--- src/rtl/times_table_sweeper.sv ---
// Sweeps all 64 operand pairs through the times-table memory, tracks the read
// latency with a tag pipeline and checks every returned product against a*b.
module times_table_sweeper #(
    parameter int RD_LATENCY = 1
) (
    input  logic       clk,
    input  logic       rst,
    input  logic       start,
    input  logic       hold,
    output logic [2:0] a_out,
    output logic [2:0] b_out,
    output logic       enable,
    input  logic [5:0] result_in,
    output logic       prod_valid,
    output logic [2:0] prod_a,
    output logic [2:0] prod_b,
    output logic [5:0] prod_value,
    output logic       prod_err,
    output logic [6:0] error_count,
    output logic       busy,
    output logic       done
);

    typedef enum logic [1:0] {
        S_IDLE,
        S_ISSUE,
        S_DRAIN,
        S_DONE
    } state_t;

    state_t     state;
    state_t     state_next;
    logic [5:0] index;
    logic [5:0] index_next;
    logic       issue;
    logic       clear_count;

    // One stage per cycle of memory latency; the last stage lines up with result_in.
    logic [RD_LATENCY-1:0]      tag_valid;
    logic [RD_LATENCY-1:0][5:0] tag_ab;

    logic       in_flight;
    logic       sample;
    logic [5:0] sample_ab;
    logic [5:0] expected;
    logic       mismatch;

    assign in_flight = |tag_valid;
    assign sample    = tag_valid[RD_LATENCY-1];
    assign sample_ab = tag_ab[RD_LATENCY-1];
    assign expected  = {3'b000, sample_ab[5:3]} * {3'b000, sample_ab[2:0]};
    assign mismatch  = (result_in != expected);

    // NOTE: every variable written here gets a default first so no path can infer a latch.
    always_comb begin
        state_next  = state;
        index_next  = index;
        issue       = 1'b0;
        clear_count = 1'b0;
        case (state)
            S_IDLE: begin
                if (start) begin
                    state_next  = S_ISSUE;
                    index_next  = '0;
                    clear_count = 1'b1;
                end
            end
            S_ISSUE: begin
                if (!hold) begin
                    issue      = 1'b1;
                    index_next = index + 6'd1;
                    if (index == 6'd63) begin
                        state_next = S_DRAIN;
                    end
                end
            end
            S_DRAIN: begin
                if (!in_flight) begin
                    state_next = S_DONE;
                end
            end
            S_DONE: begin
                state_next = S_IDLE;
            end
            default: begin
                state_next = S_IDLE;
            end
        endcase
    end

    // Operands come straight from the index register; enable is qualified by the
    // registered ISSUE state so a hold cycle suppresses the read in that same cycle.
    assign a_out  = index[5:3];
    assign b_out  = index[2:0];
    assign enable = issue;
    assign busy   = (state == S_ISSUE) || (state == S_DRAIN);
    assign done   = (state == S_DONE);

    // NOTE: sequential state uses non-blocking assignments so every flop samples pre-edge values.
    always_ff @(posedge clk or posedge rst) begin
        if (rst) begin
            state <= S_IDLE;
            index <= '0;
        end else begin
            state <= state_next;
            index <= index_next;
        end
    end

    // Reset clears the tags so reads in flight at reset never produce a strobe.
    always_ff @(posedge clk or posedge rst) begin
        if (rst) begin
            tag_valid <= '0;
            tag_ab    <= '0;
        end else begin
            tag_valid[0] <= issue;
            tag_ab[0]    <= index;
            for (int i = 1; i < RD_LATENCY; i++) begin
                tag_valid[i] <= tag_valid[i-1];
                tag_ab[i]    <= tag_ab[i-1];
            end
        end
    end

    always_ff @(posedge clk or posedge rst) begin
        if (rst) begin
            prod_valid <= 1'b0;
            prod_a     <= '0;
            prod_b     <= '0;
            prod_value <= '0;
            prod_err   <= 1'b0;
        end else begin
            prod_valid <= sample;
            if (sample) begin
                prod_a     <= sample_ab[5:3];
                prod_b     <= sample_ab[2:0];
                prod_value <= result_in;
                prod_err   <= mismatch;
            end
        end
    end

    // Count is bumped on the same edge that raises prod_valid for a bad product.
    always_ff @(posedge clk or posedge rst) begin
        if (rst) begin
            error_count <= '0;
        end else if (clear_count) begin
            error_count <= '0;
        end else if (sample && mismatch) begin
            error_count <= error_count + 7'd1;
        end
    end

endmodule
--- config.mk ---
export PLATFORM = sky130hd
export DESIGN_NAME = times_table_sweeper
export DESIGN_NICKNAME = d
export VERILOG_FILES = /design/src/rtl/times_table_sweeper.sv
export SDC_FILE = /design/constraint.sdc
export NUM_CORES = 1
export LEC_CHECK = 0
export ABC_AREA = 1
export BUFFER_PORTS_ARGS = -buffer_cell sky130_fd_sc_hd__buf_4
export CAP_MARGIN = 15
export CORE_ASPECT_RATIO = 0.5
export CORE_UTILIZATION = 40
export DETAILED_ROUTE_END_ITERATION = 7
export RECOVER_POWER = 50
export SYNTH_ARGS = -nofsm -noshare
export SYNTH_HDL_FRONTEND = slang
export SYNTH_SLANG_ARGS = --single-unit
--- constraint.sdc ---
create_clock -name clk -period 4 [get_ports clk]
set_clock_uncertainty 0.2 [all_clocks]
set_input_delay 0.6 -clock clk [delete_from_list [all_inputs] [get_ports clk]]
set_output_delay 0.6 -clock clk [all_outputs]
set_load 0.02 [all_outputs]
==> results.py <==
metrics = {
    "detailed_routing": {
        "drcViolationCount": 0,
        "dr.first_iter.drc_count": 33,
        "vias_per_cell": 4.63,
        "firstDrtPassIters": 4,
        "drt_wl_total_mm": 3.58,
        "wl_per_cell_um": 11.1,
        "ant_nets": 0,
        "vias": 1486,
    },
    "global_routing": {
        "grt_pass1_wl_mm": 6.29,
        "grt_pass1_vias": 1373,
        "grt_overflow": 0,
        "antenna_found_initial": 0,
        "grt_max_degree": 26,
        "grt_util_all_layers": 0.161,
    },
    "placed_design": {
        "dp_hpwl_mm": 2.70,
        "portBuffers": 39,
        "gp_congestion": 0.760,
    },
    "clocking": {
        "numCtsBuffers": 5,
        "cts_root_buffer": "clkbuf_8",
        "cts-resized-gates": 0,
        "htreeDepth": 2,
        "postCtsHoldBufs": 0,
        "path_clk_slew_ns": 0.07,
        "cts_tree": "done",
        "cts.path.max_buffers": 2,
        "clock-sinks": 36,
        "cts_setup_buffers": 0,
        "clk_latency_ns": 0.28,
    },
    "power": {
        "report.power.total_w": 0.00139,
        "vdd_drop_max_uv": 319,
        "powerDensity_nw_per_um2": 585,
        "power_leakage_nw": 1.31,
    },
    "worst_hold_path": {
        "hp-class": "register to register",
    },
    "die": {
        "die_h_um": 51.4,
        "die_area_um2": 5170,
        "io_pins": 40,
        "num_rows": 17,
        "initial_core_util": 0.430,
        "coreArea_um2": 4530,
        "chipWidth_um": 101,
    },
    "critical_path": {
        "end_kind": "register",
        "cp-start-kind": "register",
        "critPathKind": "register to register",
        "critPathRequiredTime_ns": 3.92,
        "cp.arrival_ns": 2.77,
        "crit_path_max_fanout": 8,
    },
    "timing": {
        "rsz0062_at_grt": "no",
        "fmax_mhz": 351,
        "setup_violations": 0,
        "slew_headroom": 0.319,
        "max_slew.worst_pin.slew_ns": 1.02,
        "finalHoldViolations": 0,
        "tns_ns": 0,
        "fin_crit_sh": 0.712,
        "slew_violations": 0,
        "min_period_ns": 2.85,
    },
    "run": {
        "max_cap_violations": 0,
    },
    "synthesis": {
        "synth_nets": 235,
        "ys_seq_elements": 36,
        "syn_avg_cell_area_um2": 9.24,
        "synth_area_um2": 1950,
        "netlist_instances": 211,
        "yosysWarnings": 0,
        "yosysSeqAreaShare": 0.462,
        "yosys.cell_types.count": 30,
    },
    "outcome": {
        "status": "complete, no violations",
    },
    "finish": {
        "diodes": 0,
        "syn_to_final_growth_pct": 22.3,
        "drive_above_1_share": 0.231,
        "final_nets": 278,
    },
}
sequential cells by signal, indices dropped and copies added (netlist names):
name / count
error_count: 7
index: 6
prod_value: 6
sample_ab: 6
prod_a: 3
prod_b: 3
state: 2
in_flight: 1
prod_err: 1
prod_valid: 1
area by class of cell:
type                       instances  area, um^2
inverter                          34         128
sequential                        36         901
tap                               66        82.6
timing repair buffer              40         270
multi-input combinational        137         896
clock buffer                       6        72.6
fill                             429        2150
clock inverter                     2        35.0
synth_stat cells (all sizes together):
cell type / count / area, um^2
mux2: 10 / 113
inv: 34 / 128
buf: 3 / 21.3
xnor2: 2 / 17.5
o31ai: 1 / 7.51
nor3: 1 / 5.00
a21oi: 8 / 40.0
nor2: 17 / 76.3
a21o: 1 / 7.51
fa: 2 / 40.0
clkbuf: 1 / 3.75
dfrtp: 36 / 901
a32o: 1 / 10.0
o21ai: 7 / 38.8
and3: 1 / 6.26
xor2: 5 / 43.8
nor3b: 1 / 12.5
nand3: 20 / 100
nand3b: 1 / 7.51
nand4: 7 / 43.8
ha: 12 / 150
nand2: 40 / 176
critical path: stages (launching register included):
cell and delay [ns]:
dfrtp_1 0.41, nand2_1 0.08, inv_1 0.05, fa_1 0.53, ha_1 0.18, inv_1 0.06
fa_1 0.50, xor2_1 0.15, nand2_1 0.08, nor2_2 0.15, nand2_4 0.12, nand2_8 0.10
o21ai_0 0.10
metrics by stage:
stage	cells	utilization	hold WS (ns)	instance area, um^2	worst slack, ns
after floorplan	211	-	0.149	1950	1.34
after global placement	313	0.509	0.258	2310	1.21
after detailed placement	313	0.509	0.260	2310	1.17
after CTS	321	0.533	0.272	2410	1.15
after global routing	321	0.526	0.292	2380	0.990
final	321	0.526	0.265	2380	1.15
where the power goes:
group / total [W] / switching [W] / internal [W]
combinational: 0.000517 / 0.000307 / 0.000210
sequential: 0.000570 / 0.000106 / 0.000465
clock: 0.000308 / 0.000123 / 0.000185
metal layers:
metal,track usage,up-vias,routed length [um]
met4,0.0435,0,36
met2,0.257,29,1560
met3,0.0492,5,176
li1,-,767,-
met1,0.213,685,1800
met5,0,-,0
worst paths after layout:
| check | cells past startpoint | slack (ns) | startpoint | end |
|---|---|---|---|---|
| worst max-delay path | 12 | 1.15 | sample_ab[0]$_DFF_PP0_ | prod_err$_DFFE_PP0P_ |
| worst min-delay path | 0 | 0.26 | index[5]$_DFFE_PP0P_ | sample_ab[5]$_DFF_PP0_ |
| worst max register to register | 12 | 1.15 | sample_ab[0]$_DFF_PP0_ | prod_err$_DFFE_PP0P_ |
| worst min register to register | 0 | 0.26 | index[5]$_DFFE_PP0P_ | sample_ab[5]$_DFF_PP0_ |
| max in group asynchronous | 3 | 2.18 | rst | prod_value[2]$_DFFE_PP0P_ |
| min in group asynchronous | 2 | 0.30 | rst | error_count[4]$_DFFE_PP0P_ |
cells by family after synthesis:
family | synth area share
compound gates | 0.0533
xor+xnor | 0.0315
fa+ha+maj | 0.0976
buf+inv | 0.0783
flops | 0.462
mux | 0.0578
simple gates | 0.220
cells in the final DEF, fill, tap and decap left out, types with 2 or more instances in the layout:
cell and instances:
xor2_1 5, buf_4 31, o21ai_0 6, fa_1 2
nand3_1 20, nor2_2 2, clkbuf_8 5, a21oi_1 8
ha_1 12, xnor2_1 2, nor2_1 14, dfrtp_1 36
mux2_2 10, nand4_1 7, inv_1 32, inv_2 2
nand2_1 37, clkbuf_1 9
(Power assumes the default switching activity.)
